<file path="config.mk">
export PLATFORM = sky130hd
export DESIGN_NAME = ex_mem_pipeline_reg
export DESIGN_NICKNAME = d
export VERILOG_FILES = /design/src/rtl/ex_mem_pipeline_reg_pkg.sv /design/src/rtl/ex_mem_pipeline_reg_field.sv /design/src/rtl/ex_mem_pipeline_reg.sv
export SDC_FILE = /design/constraint.sdc
export NUM_CORES = 1
export LEC_CHECK = 0
export ABC_AREA = 1
export CELL_PAD_IN_SITES_DETAIL_PLACEMENT = 2
export CELL_PAD_IN_SITES_GLOBAL_PLACEMENT = 2
export CORE_MARGIN = 1
export CORE_UTILIZATION = 20
export DETAILED_ROUTE_END_ITERATION = 10
export PLACE_DENSITY_LB_ADDON = 0.3
export REMOVE_ABC_BUFFERS = 1
export SKIP_CTS_REPAIR_TIMING = 1
export SLEW_MARGIN = 20
export SYNTH_ARGS = -nofsm -noshare
export SYNTH_HDL_FRONTEND = slang
export SYNTH_SLANG_ARGS = --single-unit
export TNS_END_PERCENT = 20
</file>
<file path="constraint.sdc">
create_clock -name CLK -period 3.16 [get_ports CLK]
set_clock_uncertainty 0.05 [all_clocks]
set_input_delay 0.474 -clock CLK [delete_from_list [all_inputs] [get_ports CLK]]
set_output_delay 0.474 -clock CLK [all_outputs]
set_load 0.03 [all_outputs]
</file>
<file path="src/rtl/ex_mem_pipeline_reg_pkg.sv">
// Shared definitions for the EX->MEM pipeline register.
//   DATA_W_DEF     : default width of branch target, ALU result and store data
//   REG_ADDR_W_DEF : default width of the destination register index
//   exMemCtrl_t    : the five memory/writeback control bits carried to MEM
package ex_mem_pipeline_reg_pkg;

   localparam int unsigned DATA_W_DEF     = 32;
   localparam int unsigned REG_ADDR_W_DEF = 5;

   typedef struct packed {
      logic memRead;
      logic memWrite;
      logic branch;
      logic regWrite;
      logic memToReg;
   } exMemCtrl_t;

   localparam int unsigned CTRL_W = $bits(exMemCtrl_t);

endpackage

</file>
<file path="src/rtl/ex_mem_pipeline_reg_field.sv">
// pipe_field_reg: generic pipeline field register.
//   clk : rising-edge clock
//   rst : asynchronous active-high reset, clears q
//   en  : load d into q on the clock edge
//   clr : synchronous clear, takes priority over en
//   d   : next value
//   q   : registered value
module pipe_field_reg #(
   parameter int unsigned WIDTH = 1
) (
   input  logic             clk,
   input  logic             rst,
   input  logic             en,
   input  logic             clr,
   input  logic [WIDTH-1:0] d,
   output logic [WIDTH-1:0] q
);

   always_ff @(posedge clk or posedge rst) begin
      if (rst) begin
         q <= '0;
      end else if (clr) begin
         q <= '0;
      end else if (en) begin
         q <= d;
      end
   end

endmodule

</file>
<file path="src/rtl/ex_mem_pipeline_reg.sv">
// ex_mem_pipeline_reg: EX->MEM pipeline register of the 5-stage core.
//   CLK, RST      : clock and asynchronous active-high reset
//   hit           : 1 = advance payload, 0 = hold payload (stall)
//   flush         : 1 = clear the five control bits (bubble), priority over hit
//   branchTarget, zeroFlag, ALUResult, readData2, writeReg : EX data fields
//   MemRead, MemWrite, Branch, RegWrite, MemToReg         : MEM/WB controls
//   <name>Out     : registered copy of each input above
//   hitOut        : registered hit, captured on every edge
module ex_mem_pipeline_reg
   import ex_mem_pipeline_reg_pkg::*;
#(
   parameter int unsigned DATA_W     = DATA_W_DEF,
   parameter int unsigned REG_ADDR_W = REG_ADDR_W_DEF
) (
   input  logic                  CLK,
   input  logic                  RST,
   input  logic                  hit,
   input  logic                  flush,
   input  logic [DATA_W-1:0]     branchTarget,
   input  logic                  zeroFlag,
   input  logic [DATA_W-1:0]     ALUResult,
   input  logic [DATA_W-1:0]     readData2,
   input  logic [REG_ADDR_W-1:0] writeReg,
   input  logic                  MemRead,
   input  logic                  MemWrite,
   input  logic                  Branch,
   input  logic                  RegWrite,
   input  logic                  MemToReg,
   output logic [DATA_W-1:0]     branchTargetOut,
   output logic                  zeroFlagOut,
   output logic [DATA_W-1:0]     ALUResultOut,
   output logic [DATA_W-1:0]     readData2Out,
   output logic [REG_ADDR_W-1:0] writeRegOut,
   output logic                  MemReadOut,
   output logic                  MemWriteOut,
   output logic                  BranchOut,
   output logic                  RegWriteOut,
   output logic                  MemToRegOut,
   output logic                  hitOut
);

   localparam int unsigned DATA_GRP_W = 3 * DATA_W + 1 + REG_ADDR_W;

   logic [DATA_GRP_W-1:0] dataIn;
   logic [DATA_GRP_W-1:0] dataQ;
   exMemCtrl_t            ctrlIn;
   exMemCtrl_t            ctrlQ;

   assign dataIn = {branchTarget, zeroFlag, ALUResult, readData2, writeReg};

   always_comb begin
      ctrlIn          = '0;
      ctrlIn.memRead  = MemRead;
      ctrlIn.memWrite = MemWrite;
      ctrlIn.branch   = Branch;
      ctrlIn.regWrite = RegWrite;
      ctrlIn.memToReg = MemToReg;
   end

   // Data fields only follow hit; flush does not touch them.
   pipe_field_reg #(.WIDTH(DATA_GRP_W)) dataReg (
      .clk (CLK),
      .rst (RST),
      .en  (hit),
      .clr (1'b0),
      .d   (dataIn),
      .q   (dataQ)
   );

   // Controls: flush clears even while stalled, otherwise follow hit.
   pipe_field_reg #(.WIDTH(CTRL_W)) ctrlReg (
      .clk (CLK),
      .rst (RST),
      .en  (hit),
      .clr (flush),
      .d   (ctrlIn),
      .q   (ctrlQ)
   );

   // hit itself is captured unconditionally.
   pipe_field_reg #(.WIDTH(1)) hitReg (
      .clk (CLK),
      .rst (RST),
      .en  (1'b1),
      .clr (1'b0),
      .d   (hit),
      .q   (hitOut)
   );

   assign {branchTargetOut, zeroFlagOut, ALUResultOut, readData2Out, writeRegOut} = dataQ;

   assign MemReadOut  = ctrlQ.memRead;
   assign MemWriteOut = ctrlQ.memWrite;
   assign BranchOut   = ctrlQ.branch;
   assign RegWriteOut = ctrlQ.regWrite;
   assign MemToRegOut = ctrlQ.memToReg;

endmodule

</file>
### Yosys cells after proc, flatten, opt, wreduce, memory -nomap -nowiden

Index checks and enable logic that the tools add are counted.

| word-level totals | value |
|---|---|
| register bits after elaboration | 108 |
| bits of input ports | 111 |
| word-level logic and storage cells | 6 |
| output and inout port bits | 108 |

| operators by class | value |
|---|---|
| reduce and logical (&&, ||, !) cells | 1 |
| mux-type cells | 2 |

Operators by type and width:

| cell | count |
|---|---|
| two-way mux 5 bit | 2 |
| nonzero test 2 bit | 1 |

### Depth between registers and ports, before layout

Gate-level depths: netlist (run 1).

| depth | value |
|---|---|
| depth in word-level cells | 2 |
| depth in mapped cells | 4 |
| depth with buffers taken out | 3 |

### Hierarchy

A second synthesis (run 1) with hierarchy kept.

| second synthesis, totals | value |
|---|---|
| cell total of the unflattened synthesis | 476 |
| area total of the unflattened synthesis | 4267.8 um^2 |

By module, submodules not included:

| module | area an instance (um^2) | times used | sequential area each (um^2) | cells an instance |
|---|---|---|---|---|
| pipe_field_reg (dataReg) | 4005.1 | 1 | 2552.4 | 444 |
| pipe_field_reg (ctrlReg) | 206.4 | 1 | 125.1 | 23 |
| pipe_field_reg (hitReg) | 48.8 | 1 | 25.0 | 7 |
| ex_mem_pipeline_reg | 7.5 | 1 | 0.0 | 2 |

### Worst setup path before layout (run 1)

OpenSTA, ideal clock, no wires.

| timing path | value |
|---|---|
| path kind | input to register |
| start | input hit |
| end | register dataReg.q[26] |
| data required time | 3.036 ns |
| stages | 3 |
| path buffers | 2 |
| arrival | 0.908 ns |
| path slack | 2.128 ns |
| setup time | 0.074 ns |
| cell sequence | buf_6 > clkbuf_4 > o21ai_2 |

RTL lines:

| item | RTL line | text |
|---|---|---|
| start, declared | ex_mem_pipeline_reg.sv:17 | `input logic hit,` |
| end signal, assigned | ex_mem_pipeline_reg_field.sv:21 | `q <= '0;` |
| end signal, assigned | ex_mem_pipeline_reg_field.sv:23 | `q <= '0;` |
| end signal, assigned | ex_mem_pipeline_reg_field.sv:25 | `q <= d;` |
| end, declared | ex_mem_pipeline_reg_field.sv:16 | `output logic [WIDTH-1:0] q` |

No word-level cell between the ends.

### Worst setup path after layout (run 1)

| timing path | value |
|---|---|
| start | register dataReg.q[6] |
| end | output readData2Out[1] |

RTL lines:

| item | RTL line | text |
|---|---|---|
| end, declared | ex_mem_pipeline_reg.sv:32 | `output logic [DATA_W-1:0] readData2Out,` |

No word-level cell between the ends.

==> out/results.md, run 1 <==
* **Max FO, Critical Path** 2
* **Hold Fails Final Rpt** 0
* **antenna-violating nets left** 0
* **Seq/Total Area, Yosys** 62.7%
* **Die Outline Area** 0.0221 mm^2
* **Clk network pwr share** 31.0%
* **Syn Inst Count** 455
* **proportion of power drawn by flip-flops and latches** 44.7%
* **count of port buffers added during placement** 218
* **Worst path max stage delay** 690 ps
* **distinct cell type count of the synthesized netlist** 13
* **internal power summed over all cells** 2.45 mW
* **number of optimization iterations in the first detailed-route pass** 4
* **final weighted congestion in routability-driven placement** 0.734
* **Post-Route Setup TNS** 0 ps
* **average detailed-routed wire length per instance** 14.1 um
* **delay-heaviest family, CP** buffers and inverters
* **max-cap violations** 0
* **setup repair after global routing missed its margin** false
* **die outline width** 149 um
* **Slowest cell on crit path** sky130_fd_sc_hd__clkdlybuf4s50_1
* **synthesized-area fraction occupied by ao, oa, aoi and oai cells** 12.7%
* **net count of the finished layout** 779
* **CTS tree** done
* **clock network latency to the later pin of the worst-skew pair** 350 ps
* **slew at the pin closest to its max-slew limit** 654 ps
* **buffer and inverter count on the worst path** 1
* **Chip Height** 149 um
* **nature of the critical path endpoint** output port
* **tightest slew margin relative to the limit** 56.4%
* **type of the tightest min-delay check** reg -> reg
* **clock sink count** 108
* **Yosys Warn Count** 0
* **area share of the largest cell type after synthesis** 62.7%
* **final core utilization** 33.1%
* **number of antenna violations at the first check in global routing** 0
* **peak ir drop on the vdd network** 0.191 mV
* **cell total after placement** 932
* **arrival time at the worst endpoint** 1420 ps
* **Comb power frac** 24.3%
* **cells along the critical path** clkdlybuf4s50_1
* **total number of vias** 3,675
* **worst path required time** 2640 ps
* **num rows** 53
* **Setup Viol. Count Final** 0
* **initial standard-cell utilization of the core** 20.4%
* **clock tree root driver cell** sky130_fd_sc_hd__clkbuf_16
* **adder-cell share of the synthesized area** 0%
* **main area contributors after synthesis** sky130_fd_sc_hd__dfrtp_1 (63%), sky130_fd_sc_hd__o21ai_0 (11%), sky130_fd_sc_hd__nand2_1 (9.8%)
* **number of global-route vias before repair** 4,089
* **Crit Path Category** reg -> out
* **number of antenna diodes** 0
* **Post-Synth XOR/XNOR Area** 0%
* **run status** complete, no violations
* **CORE AREA** 0.0211 mm^2
* **H-tree Lvls** 3
* **Fmax** 515 MHz
* **power density over the cells** 506 mW/mm^2
* **mux contribution to synthesized area** 0%
* **Cell Area, Synth** 0.00431 mm^2
* **count of non-filler cells in the finished layout** 948
* **clock-pin slew on the worst setup and hold paths** 80 ps
* **Sw Pwr** 1.08 mW
* **max-slew violation count** 0
* **maximum buffer depth of the clock tree** 2
* **wire length of the first global-routing pass** 21.0 mm
* **# IOs** 219
* **DRC violation total after the first TritonRoute iteration** 63
* **leakage dissipation** 3.21 nW
* **clock period minus final worst setup slack** 1940 ps
* **leading cell type in the layout, fill and taps excluded** sky130_fd_sc_hd__clkdlybuf4s50_1
* **main combinational cell family by area after synthesis** buffers and inverters
* **Cells on Worst Hold Path** 2
* **post-synthesis share of cell area spent on and, or, nand and nor gates** 10.5%
* **worst hold slack** 431 ps
* **overall fraction of global-route tracks in use** 12.2%
* **Final Routed Wirelength** 13.4 mm
* **Crit. path cell count** 1
* **total congestion overflow** 0
* **synthesized area per cell** 9.47 um^2
* **DP HPWL** 10.2 mm
* **Num CTS Buffers** 9
* **layout cell share with drive strength beyond 1** 5.35%
* **synthesis-to-finish area growth** 61.9%
* **sw frac** 30.5%
* **ratio of routed vias to standard cells** 3.88
* **share of the clock period used by the worst path after layout** 61.4%
* **post-detailed-route DRC marker count** 0
* **Worst setup SP type** flip-flop
* **flop and latch count out of synthesis** 108
* **logic depth of the worst register-to-register path** 2
* **largest net degree at the start of global routing** 96
* **most frequent cells in the layout** sky130_fd_sc_hd__clkdlybuf4s50_1 (217), sky130_fd_sc_hd__nand2_1 (112), sky130_fd_sc_hd__dfrtp_1 (108)
* **cell accounting for the most synthesized area** sky130_fd_sc_hd__dfrtp_1
-- worst min-delay path, cell delays in order (launching register included) --
cell and delay [ps]:
sky130_fd_sc_hd__dfrtp_1 350, sky130_fd_sc_hd__nand2_1 60, sky130_fd_sc_hd__nand2_1 50
-- per-stage QoR --
stage	worst slack (ps)	cell area, um^2	total power, mW
after floorplan	-210	4090	1.97
after global placement	1360	6690	2.45
after detailed placement	1270	6690	2.48
after CTS	1180	6970	3.60
after global routing	1170	6970	3.70
final	1220	6970	3.53
-- routing by layer --
layer	GRT usage, %	vias up	share of wire [%]	wire [um]
li1	-	1783	-	-
met1	15.0	1760	43	5710
met2	20.9	120	49	6590
met3	2.84	12	6.6	883
met4	4.23	0	1.5	207
met5	0	-	0	0
-- layout make-up --
cell class                 count  area, um^2
clock buffer                  10         239
clock inverter                 6        47.5
fill                        2321       14100
inverter                     104         393
multi-input combinational    220        1000
sequential                   108        2700
tap                          275         344
timing repair buffer         225        2250
-- logic make-up (layout without fill, tap and decap cells) --
logic type / after synthesis / count (layout)
flip-flops: 108 / 108
AND/OR/NAND/NOR: 118 / 118
buffers and inverters: 127 / 345
AO/OA/AOI/OAI: 102 / 102
-- worst paths after layout --
path	from	to	slack, ps
max in group asynchronous	RST	dataReg.q[5]	1800
worst max register to register	dataReg.q[4]	dataReg.q[4]	2440
worst min-delay path	ctrlReg.q[2]	ctrlReg.q[2]	430
worst max-delay path	dataReg.q[6]	readData2Out[1]	1220
worst min register to register	ctrlReg.q[2]	ctrlReg.q[2]	430
min in group asynchronous	RST	dataReg.q[85]	500
-- synth_stat cells, drive strengths merged --
master	n
buf	13
nand3	5
o21ai	102
dfrtp	108
nand2	112
inv	104
nor2	1
clkbuf	10
-- power by group through the flow --
stage / Clock (mW) / Sequential [mW] / Combinational, mW
detailed placement: 0 / 1.61 / 0.873
finish: 1.09 / 1.58 / 0.857
floorplan: 0 / 1.84 / 0.131
global route: 1.18 / 1.59 / 0.922
CTS: 1.15 / 1.58 / 0.875
global placement: 0 / 1.60 / 0.851
-- flip-flops by register name, summed over array words and instances, names as in the netlist --
name	flops
dataReg.q	102
ctrlReg.q	5
hitReg.q	1
Note: power is estimated with default switching activity, not from simulation.
==> run 2, diff against run 1 <==
--- a/config.mk
+++ b/config.mk
@@ -9,7 +9,7 @@
 export CELL_PAD_IN_SITES_DETAIL_PLACEMENT = 2
 export CELL_PAD_IN_SITES_GLOBAL_PLACEMENT = 2
 export CORE_MARGIN = 1
-export CORE_UTILIZATION = 20
+export CORE_UTILIZATION = 22
 export DETAILED_ROUTE_END_ITERATION = 10
 export PLACE_DENSITY_LB_ADDON = 0.3
 export REMOVE_ABC_BUFFERS = 1
==> constraint.sdc (replaced) <==
create_clock -name CLK -period 1.84 [get_ports CLK]
set_clock_uncertainty 0.05 [all_clocks]
set_input_delay 0.276 -clock CLK [delete_from_list [all_inputs] [get_ports CLK]]
set_output_delay 0.276 -clock CLK [all_outputs]
set_load 0.03 [all_outputs]
==> run 2 against run 1 <==
  * Setup slack lost 1100 ps
  * Count of clock-buffer cells in the layout increased by 1
  * Wire length grew 1.9%
  * Largest power group unchanged
==> out/results.md, run 2 (synthesis gave the netlist of run 1 again) <==
* **Worst Hold Endpoint** dataReg.q[55], was ctrlReg.q[2]
* **power density over the cells** 868 mW/mm^2, was 506 mW/mm^2
* **number of antenna diodes** 0, unchanged
* **count of fill cells added during filler insertion** 2,109, was 2,321
* **clock period minus final worst setup slack** 1740 ps
* **layout cell share with drive strength beyond 1** 5.20%, was 5.35%
* **Fmax** 574 MHz
* **ratio of routed vias to standard cells** 4.06, was 3.88
* **Die Outline Area** 0.0201 mm^2, was 0.0221 mm^2
* **average detailed-routed wire length per instance** 14.6 um, was 14.1 um
* **most frequent cells in the layout** sky130_fd_sc_hd__clkdlybuf4s50_1 (217), sky130_fd_sc_hd__nand2_1 (112), sky130_fd_sc_hd__dfrtp_1 (108), unchanged
* **Hold Fails Final Rpt** 0, unchanged
* **H-tree Lvls** 3, unchanged
* **DRC violation total after the first TritonRoute iteration** 71, was 63
* **delay-heaviest family, CP** buffers and inverters, unchanged
* **sw frac** 30.6%, was 30.5%
* **Comb power frac** 24.6%, was 24.3%
* **clock-pin slew on the worst setup and hold paths** 70 ps, was 80 ps
* **clock tree root driver cell** sky130_fd_sc_hd__clkbuf_16, unchanged
* **total congestion overflow** 0, unchanged
* **Crit Path Category** reg -> out, unchanged
* **count of port buffers added during placement** 218, unchanged
* **Final Routed Wirelength** 13.7 mm, was 13.4 mm
* **# IOs** 219, unchanged
* **wire length of the first global-routing pass** 21.8 mm, was 21.0 mm
* **total number of vias** 3,786, was 3,675
* **proportion of power drawn by flip-flops and latches** 44.3%, was 44.7%
* **count of non-filler cells in the finished layout** 933, was 948
* **cells along the critical path** clkdlybuf4s50_1, unchanged
* **arrival time at the worst endpoint** 1420 ps, about the same
* **Sw Pwr** 1.86 mW, was 1.08 mW
* **net count of the finished layout** 780, was 779
* **Chip Height** 142 um, was 149 um
* **num rows** 50, was 53
* **register cell area after layout** 0.00270 mm^2, unchanged
* **overall fraction of global-route tracks in use** 13.9%, was 12.2%
* **leading cell type in the layout, fill and taps excluded** sky130_fd_sc_hd__clkdlybuf4s50_1, unchanged
* **internal power summed over all cells** 4.21 mW, was 2.45 mW
* **share of the clock period used by the worst path after layout** 94.7%
* **final worst setup slack** 96.8 ps, was 1220 ps
* **number of optimization iterations in the first detailed-route pass** 3, was 4
* **tightest slew margin relative to the limit** 74.4%, was 56.4%
* **max-cap violations** 0, unchanged
* **worst path required time** 1510 ps, was 2640 ps
* **Worst R2R Setup Slack** 1090 ps, was 2440 ps
* **Cells on Worst Hold Path** 3, was 2
* **max-slew violation count** 0, unchanged
* **launch point of the worst reg-to-reg path** dataReg.q[36], was dataReg.q[4]
* **cell total after placement** 918, was 932
* **worst r2r dst** dataReg.q[36], was dataReg.q[4]
* **min-delay src** hit, was ctrlReg.q[2]
* **logic depth of the worst register-to-register path** 2, unchanged
* **slew at the pin closest to its max-slew limit** 382 ps, was 654 ps
* **antenna-violating nets left** 0, unchanged
* **number of antenna violations at the first check in global routing** 0, unchanged
* **clock network latency to the later pin of the worst-skew pair** 350 ps, about the same
* **largest registers in the final layout** dataReg.q (102), ctrlReg.q (5), hitReg.q (1), unchanged
* **buffer and inverter count on the worst path** 1, unchanged
* **final weighted congestion in routability-driven placement** 0.668, was 0.734
* **type of the tightest min-delay check** in -> reg, was reg -> reg
* **clock sink count** 108, unchanged
* **die outline width** 142 um, was 149 um
* **leakage dissipation** 3.23 nW, was 3.21 nW
* **final total power** 6.08 mW, was 3.53 mW
* **DP HPWL** 10.4 mm, was 10.2 mm
* **maximum buffer depth of the clock tree** 2, unchanged
* **run status** complete, no violations, unchanged
* **footprint of the multi-input gates** 1000 um^2, unchanged
* **setup repair after global routing missed its margin** false, unchanged
* **nature of the critical path endpoint** output port, unchanged
* **number of global-route vias before repair** 4,259, was 4,089
* **worst setup timing slack at the placement stage** 468 ps, was 1270 ps
* **synthesis-to-finish area growth** 62.6%, was 61.9%
* **Slowest cell on crit path** sky130_fd_sc_hd__clkdlybuf4s50_1, unchanged
* **CTS tree** done, unchanged
* **Crit. path cell count** 1, unchanged
* **initial standard-cell utilization of the core** 22.7%, was 20.4%
* **Clk network pwr share** 31.1%, was 31.0%
* **CORE AREA** 0.0190 mm^2, was 0.0211 mm^2
* **Setup Viol. Count Final** 0, unchanged
* **Worst path max stage delay** 700 ps, was 690 ps
* **peak ir drop on the vdd network** 0.414 mV, was 0.191 mV
* **post-detailed-route DRC marker count** 0, unchanged
* **register with the highest flop count** dataReg.q, unchanged
* **largest net degree at the start of global routing** 57, was 96
* **Num CTS Buffers** 9, unchanged
* **Max FO, Critical Path** 2, unchanged
* **Worst setup SP type** flip-flop, unchanged
* **max reg flops** 102, unchanged
==> run 2: cell types whose count changed in the layout (fill, tap and decap cells not counted), sizes merged <==
cell / previous run / this run
buf: 8 / 9
clkbuf: 10 / 11
clkinv: 3 / 1
==> run 2: worst max path at each step <==
stage	startpoint	to	slack [ps]
2_1_floorplan	RST	ctrlReg.q[0]	-1330
3_5_place_dp	dataReg.q[17]	readData2Out[12]	470
3_3_place_gp	dataReg.q[17]	readData2Out[12]	460
6_report	dataReg.q[65]	ALUResultOut[28]	100
5_1_grt	dataReg.q[96]	branchTargetOut[26]	40
4_1_cts	dataReg.q[84]	branchTargetOut[14]	60
==> run 2: area by class of cell <==
cell class | instances | area share [%]
flip-flops and latches | 108 | 38.6
repair buffers | 226 | 32.9
multi-input cells | 220 | 14.3
inverters | 104 | 5.61
well taps | 260 | 4.65
clock buffers | 11 | 3.47
clock inverters | 4 | 0.482
==> run 2: per-stage QoR <==
stage	setup TNS, ps	util [%]	hold WS, ps	cell area, um^2
finish	0	36.9	244	7000
global route	0	36.9	263	7000
CTS	0	36.9	241	7000
detailed placement	0	35.5	412	6730
global placement	0	35.5	407	6730
floorplan	-143810	-	257	4090
==> run 2: power groups by stage <==
| stage | Clock [mW] | Combinational [mW] | Sequential, mW |
|---|---|---|---|
| final | 1.89 | 1.50 | 2.69 |
| after global routing | 2.06 | 1.61 | 2.72 |
| after CTS | 1.99 | 1.53 | 2.70 |
| after detailed placement | 0 | 1.52 | 2.74 |
| after global placement | 0 | 1.48 | 2.73 |
| after floorplan | 0 | 0.224 | 3.16 |
==> run 2: layer usage <==
layer	GRT usage, %	routed length [um]
met5	0	0
met4	5.49	255
met3	4.64	1090
met2	24.8	6890
met1	15.2	5410
==> RTL change: new RTL, settings of run 1 <==
Register the output `ALUResultOut`; this adds one clock of latency there. The other outputs are not delayed to match.
--- a/src/rtl/ex_mem_pipeline_reg.sv
+++ b/src/rtl/ex_mem_pipeline_reg.sv
@@ -42,2 +42,4 @@
    localparam int unsigned DATA_GRP_W = 3 * DATA_W + 1 + REG_ADDR_W;
+
+   logic [DATA_W-1:0] ALUResultOut_d;
 
@@ -89,3 +91,3 @@
 
-   assign {branchTargetOut, zeroFlagOut, ALUResultOut, readData2Out, writeRegOut} = dataQ;
+   assign {branchTargetOut, zeroFlagOut, ALUResultOut_d, readData2Out, writeRegOut} = dataQ;
 
@@ -97,2 +99,6 @@
 
+   always_ff @(posedge CLK) begin
+      ALUResultOut <= ALUResultOut_d;
+   end
+
 endmodule
Behaviour: not the same (a bounded check fails within 4 cycles, from zero or initial values and one cycle with RST high).
==> RTL change against run 1 <==
Routed wire length is 9.9% higher; global-route usage is 1.3 points lower; final area up 15%; worst setup slack lost 57 ps; sequential cell count rose by 32; clock power rose by 83%; synthesized cell count is 22% higher; sequential power is 28% higher; total power up 38%; synthesized area rose by 27%; largest cell class unchanged.
==> RTL change: results (changes against run 1) <==
| Metric | Value |
|---|---|
| Tot GR Track Use | 0.109 (-0.0129) |
| Iter 0 DRT Violations | 149 (+140%) |
| Vias per inst | 3.74 (-3.5%) |
| Share of cells above drive strength 1 | 0.0669 (+0.0134) |
| Clock latency on the worst-skew pair | 410 ps (+60 ps) |
| Reg-to-reg setup timing slack | 2410 ps (-30 ps) |
| Dpl cell area | 7410 um^2 (+11%) |
| Hold endpoint | ALUResultOut[4] |
| Setup crit start | ctrlReg.q[0] |
| Pleak | 3.61 nW (+12%) |
| First-pass GRT wire length | 23.9 mm (+14%) |
| Worst Hold Launch | dataReg.q[41] |
| Post-Place Setup Slack | 1370 ps (+101 ps) |
| Largest net degree at the start of global routing | 85 (-11%) |
| R2r startpoint | dataReg.q[15] |
| Worst-path clk slew | 60 ps (-20 ps) |
| Run status | finished, final reports clean |
| Initial antenna violation count | 1 (+1) |
| Critical Path Sink | MemToRegOut |
| Number of global-route vias before repair | 4637 (+13%) |
| Top Registers | dataReg.q x102, ALUResultOut x32, ctrlReg.q x5 |
| Worst reg2reg endpoint | dataReg.q[15] |
| Maximum vdd ir drop | 0.000397 V (+110%) |
| Clock Power Share | 0.408 (+0.098) |
| Worst hold stages | 0 (-2) |
| Post-synth top cells | nand2_1, dfrtp_1, inv_1 |
| Mux contribution to synthesized area | 0 (unchanged) |
| Max Freq | 500 MHz (-2.9%) |
| Compound-gate portion of the synthesized area | 0.100 (-0.0270) |
| HPWL Detailed | 10.6 mm (+4.3%) |
| WL per Instance | 13.9 um (-1.6%) |
| Avg Cell Area, Syn | 9.83 um^2 (+3.8%) |
| Worst-margin pin slew | 618 ps (-35.8 ps) |
| Placed Cells | 1027 (+10%) |
| Htree depth | 4 (+1) |
| Synth unique cells | 14 (+1) |
| Largest cells by area after synthesis | dfrtp_1, dfxtp_1, buf_4 |
| Switching part of the total | 0.281 (-0.0242) |
| Layout Cells excl Fill | 1059 (+12%) |
| Gpl congestion | 0.740 (+0.75%) |
| Comb pwr | 0.862 mW (+0.6%) |
| CTS Buf Count | 17 (+8) |
| Net count, final | 816 (+4.7%) |
RTL change: changes by cell type after synthesis:
cell	before	now
buf_4	1	70
dfxtp_1	0	32
RTL change: metrics by stage:
stage	power [mW]	hold slack [ps]	utilization
floorplan	2.43	297	-
global placement	2.91	301	0.276
detailed placement	2.94	305	0.276
CTS	5.00	322	0.298
global route	5.13	331	0.298
finish	4.88	316	0.298
RTL change: routing by layer:
| metal | global-route usage | vias to the layer above | part of all wire |
|---|---|---|---|
| li1 | - | 1896 | - |
| met1 | 0.118 | 1916 | 0.40 |
| met2 | 0.189 | 130 | 0.50 |
| met3 | 0.0515 | 16 | 0.083 |
| met4 | 0.0319 | 2 | 0.016 |
| met5 | 0 | - | 0.00088 |
RTL change: cells by family after synthesis:
kind of cell	count (synthesis)
compound gates	102
simple gates	118
buf+inv	196
flops	140
RTL change: final cells by class:
cell class,count,area (um^2)
fill,3013,18900
tap,341,427
clock buffer,18,429
multi-input combinational,220,1000
clock inverter,14,156
inverter,104,393
timing repair buffer,222,2250
sequential,140,3340
